<file path="config.mk">
export PLATFORM = sky130hd
export DESIGN_NAME = max_pool_engine
export DESIGN_NICKNAME = d
export VERILOG_FILES = /design/src/rtl/max_pool_engine_pkg.sv /design/src/rtl/max_pool_engine_addr_gen.sv /design/src/rtl/max_pool_engine.sv
export SDC_FILE = /design/constraint.sdc
export NUM_CORES = 2
export LEC_CHECK = 0
export BUFFER_PORTS_ARGS = -buffer_cell sky130_fd_sc_hd__buf_2
export CAP_MARGIN = 20
export CORE_ASPECT_RATIO = 0.5
export CORE_UTILIZATION = 40
export DETAILED_ROUTE_END_ITERATION = 16
export SLEW_MARGIN = 15
export SYNTH_ARGS = -nofsm -noshare
export SYNTH_HDL_FRONTEND = slang
export SYNTH_SLANG_ARGS = --single-unit
</file>
<file path="constraint.sdc">
create_clock -name clk -period 37 [get_ports clk]
set_input_delay 7.4 -clock clk [delete_from_list [all_inputs] [get_ports clk]]
set_output_delay 7.4 -clock clk [all_outputs]
set_load 0.05 [all_outputs]
</file>
<file path="src/rtl/max_pool_engine_pkg.sv">
// max_pool_engine_pkg: shared defines for the pooling engine (states, widths, opcodes, layer types)
package max_pool_engine_pkg;
  localparam int ADDR_W = 27;
  localparam int DATA_W_DEF = 16;
  localparam logic [3:0] OP_CONV = 4'h1;
  localparam logic [3:0] OP_MAXPOOL = 4'h2;
  localparam logic [1:0] LT_CONV = 2'd0;
  localparam logic [1:0] LT_MAXPOOL = 2'd1;
  typedef enum logic [2:0] {IDLE, RD, RWAIT, WR, WWAIT, DRAIN, DONE} mp_state_t;
endpackage

</file>
<file path="src/rtl/max_pool_engine_addr_gen.sv">
// max_pool_engine_addr_gen: c/oh/ow/element counters and input/output word addresses
module max_pool_engine_addr_gen
  import max_pool_engine_pkg::*;
(
  input  logic              clk,
  input  logic              rst_n,
  input  logic              clr,
  input  logic              elem_step,
  input  logic              out_step,
  input  logic [ADDR_W-1:0] ifaddr,
  input  logic [ADDR_W-1:0] ofaddr,
  input  logic [10:0]       ch,
  input  logic [12:0]       h,
  input  logic [12:0]       w,
  output logic [1:0]        elem,
  output logic [ADDR_W-1:0] in_addr,
  output logic [ADDR_W-1:0] out_addr,
  output logic              last
);
  logic [10:0] c;
  logic [11:0] oh, ow;
  logic [11:0] oh_n, ow_n;
  logic [ADDR_W-1:0] in_row, out_row;
  assign oh_n = h[12:1];
  assign ow_n = w[12:1];
  // all arithmetic stays 27 bits wide so addresses wrap modulo 2^27
  assign in_row = ADDR_W'(c) * ADDR_W'(h) + ADDR_W'({oh, elem[1]});
  assign in_addr = ifaddr + in_row * ADDR_W'(w) + ADDR_W'({ow, elem[0]});
  assign out_row = ADDR_W'(c) * ADDR_W'(oh_n) + ADDR_W'(oh);
  assign out_addr = ofaddr + out_row * ADDR_W'(ow_n) + ADDR_W'(ow);
  assign last = (c == ch - 11'd1) && (oh == oh_n - 12'd1) && (ow == ow_n - 12'd1);
  always_ff @(posedge clk) begin
    if (!rst_n || clr) begin
      c <= '0;
      oh <= '0;
      ow <= '0;
      elem <= '0;
    end else if (out_step) begin
      elem <= '0;
      ow <= (ow == ow_n - 12'd1) ? '0 : ow + 12'd1;
      if (ow == ow_n - 12'd1) begin
        oh <= (oh == oh_n - 12'd1) ? '0 : oh + 12'd1;
        c <= (oh == oh_n - 12'd1) ? c + 11'd1 : c;
      end
    end else if (elem_step) begin
      elem <= elem + 2'd1;
    end
  end
endmodule

</file>
<file path="src/rtl/max_pool_engine.sv">
// max_pool_engine: 2x2 stride-2 max pooling over a C x H x W feature map in word memory
module max_pool_engine
  import max_pool_engine_pkg::*;
#(
  parameter int DATA_W = DATA_W_DEF
) (
  input  logic                     clk,
  input  logic                     rst_n,
  input  logic                     mp_rst,
  input  logic [ADDR_W-1:0]        mp_ifaddr,
  input  logic [ADDR_W-1:0]        mp_ofaddr,
  input  logic [10:0]              cv_I,
  input  logic [12:0]              cv_H,
  input  logic [12:0]              cv_W,
  output logic                     mp_done,
  output logic [ADDR_W-1:0]        mem_addr,
  output logic                     mem_rd_req,
  input  logic                     mem_rd_valid,
  input  logic signed [DATA_W-1:0] mem_rdata,
  output logic                     mem_wr_req,
  output logic [DATA_W-1:0]        mem_wdata,
  input  logic                     mem_wr_ack
);
  mp_state_t state;
  logic [ADDR_W-1:0] if_q, of_q, in_addr, out_addr;
  logic [10:0] c_q;
  logic [12:0] h_q, w_q;
  logic signed [DATA_W-1:0] max_q;
  logic [1:0] elem;
  logic last, reading, start, drain_go, degen_in, degen_q, elem_step, out_step;
  assign degen_in = (cv_I == '0) || (cv_H < 13'd2) || (cv_W < 13'd2);
  assign degen_q = (c_q == '0) || (h_q < 13'd2) || (w_q < 13'd2);
  assign reading = (state == RWAIT) || (state == DRAIN);
  // a restart while a read is still outstanding must first swallow its response
  assign drain_go = mp_rst && reading && !mem_rd_valid;
  assign start = mp_rst && !drain_go;
  assign elem_step = (state == RWAIT) && mem_rd_valid;
  assign out_step = ((state == WR) || (state == WWAIT)) && mem_wr_ack && !last;
  assign mem_rd_req = (state == RD);
  assign mem_wr_req = (state == WR) || (state == WWAIT);
  assign mem_addr = mem_rd_req ? in_addr : mem_wr_req ? out_addr : '0;
  assign mem_wdata = mem_wr_req ? max_q : '0;
  max_pool_engine_addr_gen u_addr_gen (
    .clk(clk),
    .rst_n(rst_n),
    .clr(mp_rst),
    .elem_step(elem_step),
    .out_step(out_step),
    .ifaddr(if_q),
    .ofaddr(of_q),
    .ch(c_q),
    .h(h_q),
    .w(w_q),
    .elem(elem),
    .in_addr(in_addr),
    .out_addr(out_addr),
    .last(last)
  );
  always_ff @(posedge clk) begin
    if (!rst_n) begin
      state <= IDLE;
      if_q <= '0;
      of_q <= '0;
      c_q <= '0;
      h_q <= '0;
      w_q <= '0;
      max_q <= '0;
      mp_done <= 1'b0;
    end else begin
      mp_done <= 1'b0;
      if (mp_rst) begin
        if_q <= mp_ifaddr;
        of_q <= mp_ofaddr;
        c_q <= cv_I;
        h_q <= cv_H;
        w_q <= cv_W;
      end
      if (start) state <= degen_in ? DONE : RD;
      else if (drain_go) state <= DRAIN;
      else case (state)
        IDLE: state <= IDLE;
        RD: state <= RWAIT;
        RWAIT: if (mem_rd_valid) begin
          max_q <= (elem == 2'd0 || mem_rdata > max_q) ? mem_rdata : max_q;
          state <= (elem == 2'd3) ? WR : RD;
        end
        WR, WWAIT: if (mem_wr_ack) begin
          state <= last ? DONE : RD;
          mp_done <= last;
        end else state <= WWAIT;
        DRAIN: if (mem_rd_valid) state <= degen_q ? DONE : RD;
        // entered without a pending pulse (empty map) DONE lasts two cycles, pulsing in the second
        DONE: begin
          mp_done <= !mp_done;
          state <= mp_done ? IDLE : DONE;
        end
        default: state <= IDLE;
      endcase
    end
  end
endmodule

</file>
======== After elaboration in Yosys (flattened, before gate mapping) ========
Cells that the tools add are included.
word-level totals
  flip-flop bits (word level) ............. 148
  input bits .............................. 112
  output and inout port bits .............. 46
  word-level logic and storage cells ...... 98
operators by class
  add/sub/neg operators ................... 13
  multiply operators ...................... 4
  magnitude comparators ................... 5
  equality and inequality tests ........... 12
  multiplexer cells ....................... 18
  bitwise gates (word level) .............. 3
  reductions and logical operators ........ 31
operators by type and width
  operator                                                      number
  adder 27 bit                                                  2
  2-to-1 mux 27 bit                                             2
  less-than comparator 13 x 2 -> 1 bit (second input constant)  4
  adder 27 x 12 -> 27 bit                                       1
  adder 27 x 13 -> 27 bit                                       1
  multiplier 27 x 12 -> 27 bit                                  1
  multiplier 27 x 13 -> 27 bit                                  1
  2-to-1 mux 3 bit                                              9
  adder 24 x 13 -> 25 bit                                       1
  adder 12 x 1 -> 12 bit (second input constant)                2
  adder 23 x 12 -> 24 bit                                       1
  equality test 12 bit                                          2
  multiplier 11 x 13 -> 24 bit                                  1
  2-to-1 mux 12 bit                                             2
  subtractor 12 x 1 -> 12 bit (second input constant)           2
  multiplier 11 x 12 -> 23 bit                                  1
  zero test 11 bit                                              2
  > comparator 16 bit                                           1
  2-to-1 mux 16 bit                                             1
  one-hot mux 3 bit (5 select lines)                            1
  adder 11 x 1 -> 11 bit (second input constant)                1
  equality test 11 bit                                          1
  subtractor 11 x 1 -> 11 bit (second input constant)           1
  equality test 3 bit (second input constant)                   3
  18 further kinds                                              42

======== Longest topological paths before layout ========
  word-level depth ........................ 9
  gate-level depth with buffers ........... 44
  depth with buffers taken out ............ 41

======== Hierarchy ========
Synthesis repeated with hierarchy kept, for this count alone.
unflattened totals
  cell total of the unflattened synthesis .. 3707
  area total of the unflattened synthesis .. 32286.0 um2
by module, submodules not included
  module                    instances  cells an instance  area each (um2)  sequential area each (um2)
  max_pool_engine_addr_gen  1          3159               26929.6          740.7
  max_pool_engine           1          548                5356.4           2222.1

======== Worst setup path before layout ========
OpenSTA, ideal clock, no wires.
  path type ............................... register to output
  start point ............................. register h_q[5]
  end point ............................... output mem_addr[26]
  data arrival time ....................... 10809 ps
  required time ........................... 29600 ps
  slack ................................... 18791 ps
  cell stages (with the launch flop) ...... 42
  path buffers ............................ 3
  cells stage by stage .................... dfxtp_1 -> clkbuf_1 -> buf_1 -> nand2_1 -> fa_1 -> inv_1 -> fa_1 -> inv_1 -> fa_1 -> inv_1 -> fa_1 -> inv_1 -> fa_1 -> inv_1 -> ha_1 -> o211ai_1 -> o211a_1 -> nor3_1 -> (+6 left out) -> inv_1 -> fa_1 -> fa_1 -> inv_1 -> fa_1 -> fa_1 -> ha_1 -> ha_1 -> a2111oi_0 -> o21ai_0 -> a211o_1 -> a41o_1 -> a31oi_1 -> nor2b_1 -> o21a_1 -> o41ai_1 -> xnor2_1 -> o22ai_1
on the way
  longest elaborated chain between the ends .. 7
  elaborated cells between the ends (all ways) .. 12
  those cells by class .................... 6 x add/sub; 4 x mul; 2 x mux
RTL lines
  what                          RTL line                        text
  start: declaration            max_pool_engine.sv:27           logic [12:0] h_q, w_q;
  start signal: assignment      max_pool_engine.sv:75           h_q <= cv_H;
  multiplier 11 x 12 -> 23 bit  max_pool_engine_addr_gen.sv:29  assign out_row = ADDR_W'(c) * ADDR_W'(oh_n) + ADDR_W'(oh);
  adder 23 x 12 -> 24 bit       max_pool_engine_addr_gen.sv:29
  multiplier 27 x 12 -> 27 bit  max_pool_engine_addr_gen.sv:30  assign out_addr = ofaddr + out_row * ADDR_W'(ow_n) + ADDR_W'(ow);
  adder 27 bit                  max_pool_engine_addr_gen.sv:30
  adder 27 x 12 -> 27 bit       max_pool_engine_addr_gen.sv:30
  2-to-1 mux 27 bit             max_pool_engine.sv:41           assign mem_addr = mem_rd_req ? in_addr : mem_wr_req ? out_addr : '0;
  2-to-1 mux 27 bit (*)         max_pool_engine.sv:41
  end: declaration              max_pool_engine.sv:16           output logic [ADDR_W-1:0] mem_addr,
Mark *: on every way between the ends. The rest lies on a longest branch, timed or not.

======== Final worst setup path ========
Same ends and word-level chain as after synthesis.

==> results_dict.tcl <==
set metrics [dict create \
    start_util_pct 40.5 \
    status "completed" \
    die_area_um2 81900 \
    layout-drive-gt1-share_pct 7.12 \
    ys_ff_latch 148 \
    finalPower_uw 473 \
    path_common_cell "fa_1" \
    htree_levels 4 \
    ant_nets 0 \
    cts-root-buf "clkbuf_16" \
    synth_top_area_cell "fa_1" \
    vias 24528 \
    vias_per_cell 5.04 \
    die_h_um 203 \
    cp_data_required_time_ps 29600 \
    ys_warn_count 0 \
    arrival_ps 12220 \
    syn-instance-count 3721 \
    fill_cells 7863 \
    worstReg2RegStart "w_q[1]$_SDFFE_PN0P_" \
    max_stage_delay_ps 850 \
    p_leak_uw 0.0169 \
    row_count 73 \
    pre_cts_ws_ps 18100 \
    finalSetupTns_ps 0 \
    fin_skew_ps 20.7 \
    critPathCaptureType "primary output" \
    synth_seq_area_share_pct 9.18 \
    finalNetCount 4729 \
    fin_area_um2 34800 \
    worstMarginPinSlew_ps 1140 \
    seqCellArea_um2 2970 \
    dr.first_iter.drc_count 1764 \
    drv_slew 0 \
    cts_tree "done" \
    ys_top_cells_by_area "fa_1 (37%), ha_1 (10%), inv_1 (9.4%), dfxtp_1 (9.2%), nand2_1 (5.4%)" \
    worst_slack_ps 17380 \
    remaining_drc_errors 0 \
    async_reset_ff_share_pct 0 \
    synth_cell_types 79 \
    cts_buffer_depth 2 \
    coreArea_um2 79600 \
    postPlaceCellArea_um2 34100 \
    vdd_drop_max_mv 0.0355 \
    cp_top_family "adder cells" \
    cts_sinks 148 \
    synth_area_um2 32300 \
    synth_edf_count 0 \
    timing.fmax_ghz 0.0510 \
    critPathSlowestCell "dfxtp_1" \
    grt_pass1_wl_mm 143 \
    diodes 0 \
    finalHoldViolCount 0 \
    grt_max_degree 77 \
    syn_nets 4683 \
    clock_latency_ps 540 \
    firstDrtPassIters 6 \
    relSlewSlack_pct 23.6 \
    synth_top_cell_area_share_pct 36.8 \
    numCtsBuffers 17 \
    globalplace.congestion 0.909 \
    rsz0062_at_grt "false" \
    crit_buf_inv 9 \
    drt-total-wl_mm 88.1 \
    power_density_nw_per_um2 13.6 \
    crit_path_start "h_q[5]$_SDFFE_PN0P_" \
    drv_cap 0 \
    area_growth_pct 7.73 \
    track_usage_pct 22.5 \
    period_share_pct 53.0 \
    hp-class "reg -> reg" \
    crit_path_max_fanout 20 \
    wl_per_cell_um 18.1 \
    die_w_um 404 \
    grt_overflow 0 \
    grt_pass1_vias 25964 \
    cts_resized 0 \
    ys.flop_type "dfxtp_1" \
    setup_viol 0 \
    clkTransAtPathRegs_ps 70 \
    worstHoldStart "u_addr_gen.elem[1]$_SDFFE_PP0P_" \
    numPortBuffers 157 \
    avgSynthCellArea_um2 8.67 \
    post-cts-setup-buffers 0 \
    hpwl_mm 70.2 \
    cts_hold_buf 0 \
    crit_type "reg -> out" \
    multiInputGateArea_um2 25700 \
    fin_crit_ps 19620 \
    io_pins 158 \
    cp-start-kind "flop" \
    antenna_found_initial 0 \
]
## layout by cell type, fill, tap and decap left out, types with 5 or more instances in the layout
cell type	instances
xnor3_1	5
or3_1	19
and2_1	265
a211oi_1	7
nand2_1	466
a211o_1	5
o21ai_0	54
a21o_1	31
o211ai_1	13
mux2i_1	113
o21bai_1	11
o22ai_1	15
xnor2_1	122
xor2_1	54
inv_6	5
o32ai_1	5
fa_1	593
buf_2	155
clkbuf_16	17
dfxtp_2	6
o21a_1	19
a31oi_1	10
dfxtp_1	142
nand2b_1	10
buf_4	47
a21oi_1	78
nand4_1	11
nand3_1	28
nor3_1	35
ha_1	257
inv_1	804
nor2_1	122
nor4_1	14
and3_1	15
nor2b_1	122
## Yosys cell counts, types with 13 or more instances
cell type and number:
inv_1 804, fa_1 593, nand2_1 466, and2_1 265
ha_1 257, clkbuf_1 152, dfxtp_1 148, xnor2_1 125
nor2_1 122, nor2b_1 122, mux2i_1 113, a21oi_1 79
xor2_1 57, o21ai_0 54, nor3_1 35, a21o_1 31
nand3_1 28, o21a_1 19, or3_1 19, buf_1 17
and3_1 15, o22ai_1 15, nor4_1 14, o211ai_1 13
## layout make-up
| type | instances | share of cell area, % |
|---|---|---|
| clock buffers | 20 | 1.31 |
| flip-flops and latches | 148 | 8.55 |
| inverters | 805 | 8.69 |
| well taps | 1087 | 3.91 |
| clock inverters | 12 | 0.407 |
| repair buffers | 204 | 3.31 |
| multi-input cells | 2591 | 73.8 |
## power by group
part,switching (uW),internal [uW],leakage [uW]
clock network,87.8,104,0.000294
registers,12.8,166,0.00121
logic,63.4,39.3,0.0154
## per-stage QoR
stage | hold WS (ps) | util, % | std cells
2_1_floorplan | 468 | - | 3721
3_3_place_gp | 490 | 42.9 | 4834
3_5_place_dp | 497 | 42.9 | 4834
4_1_cts | 508 | 43.6 | 4866
5_1_grt | 545 | 43.6 | 4867
6_report | 509 | 43.6 | 4867
## flip-flops by register name, indices dropped and copies added (netlist names)
name             count
u_addr_gen.elem      2
max_q               16
u_addr_gen.ow       12
w_q                 13
mp_done              1
u_addr_gen.oh       12
of_q                27
if_q                27
state                3
u_addr_gen.c        11
h_q                 13
c_q                 11
## per-layer routing
metal	vias to the layer above	share of wire, %	GRT usage (%)
met5	-	0	0
met4	0	2.0	5.56
met3	110	6.1	3.54
met2	726	45	36.2
met1	12340	47	31.6
li1	11352	-	-
## cells by family after synthesis
group	after synthesis	synth area share, %
adder cells (fa/ha/maj)	850	46.8
XOR/XNOR	187	5.29
flip-flops	148	9.18
multiplexers	114	3.54
buffers and inverters	982	11.5
AND/OR/NAND/NOR	1140	17.6
AO/OA/AOI/OAI	300	6.12
## worst register-to-register path: cells and delay by family (launching register included)
kind | cells | cell delay, ps
flip-flops | 1 | 810
XOR/XNOR | 2 | 300
AND/OR/NAND/NOR | 7 | 1530
adder cells (fa/ha/maj) | 1 | 310
AO/OA/AOI/OAI | 2 | 1030
buffers and inverters | 2 | 760
## final timing paths
kind / end / slack, ps / cells after the start
hold reg to reg: u_addr_gen.elem[1]$_SDFFE_PP0P_ / 510 / 2
setup / recovery: mem_addr[26] / 17380 / 40
hold / removal: u_addr_gen.elem[1]$_SDFFE_PP0P_ / 510 / 2
setup reg to reg: u_addr_gen.oh[11]$_SDFFE_PP0P_ / 32160 / 14
Power figures use the tool's default switching activity.
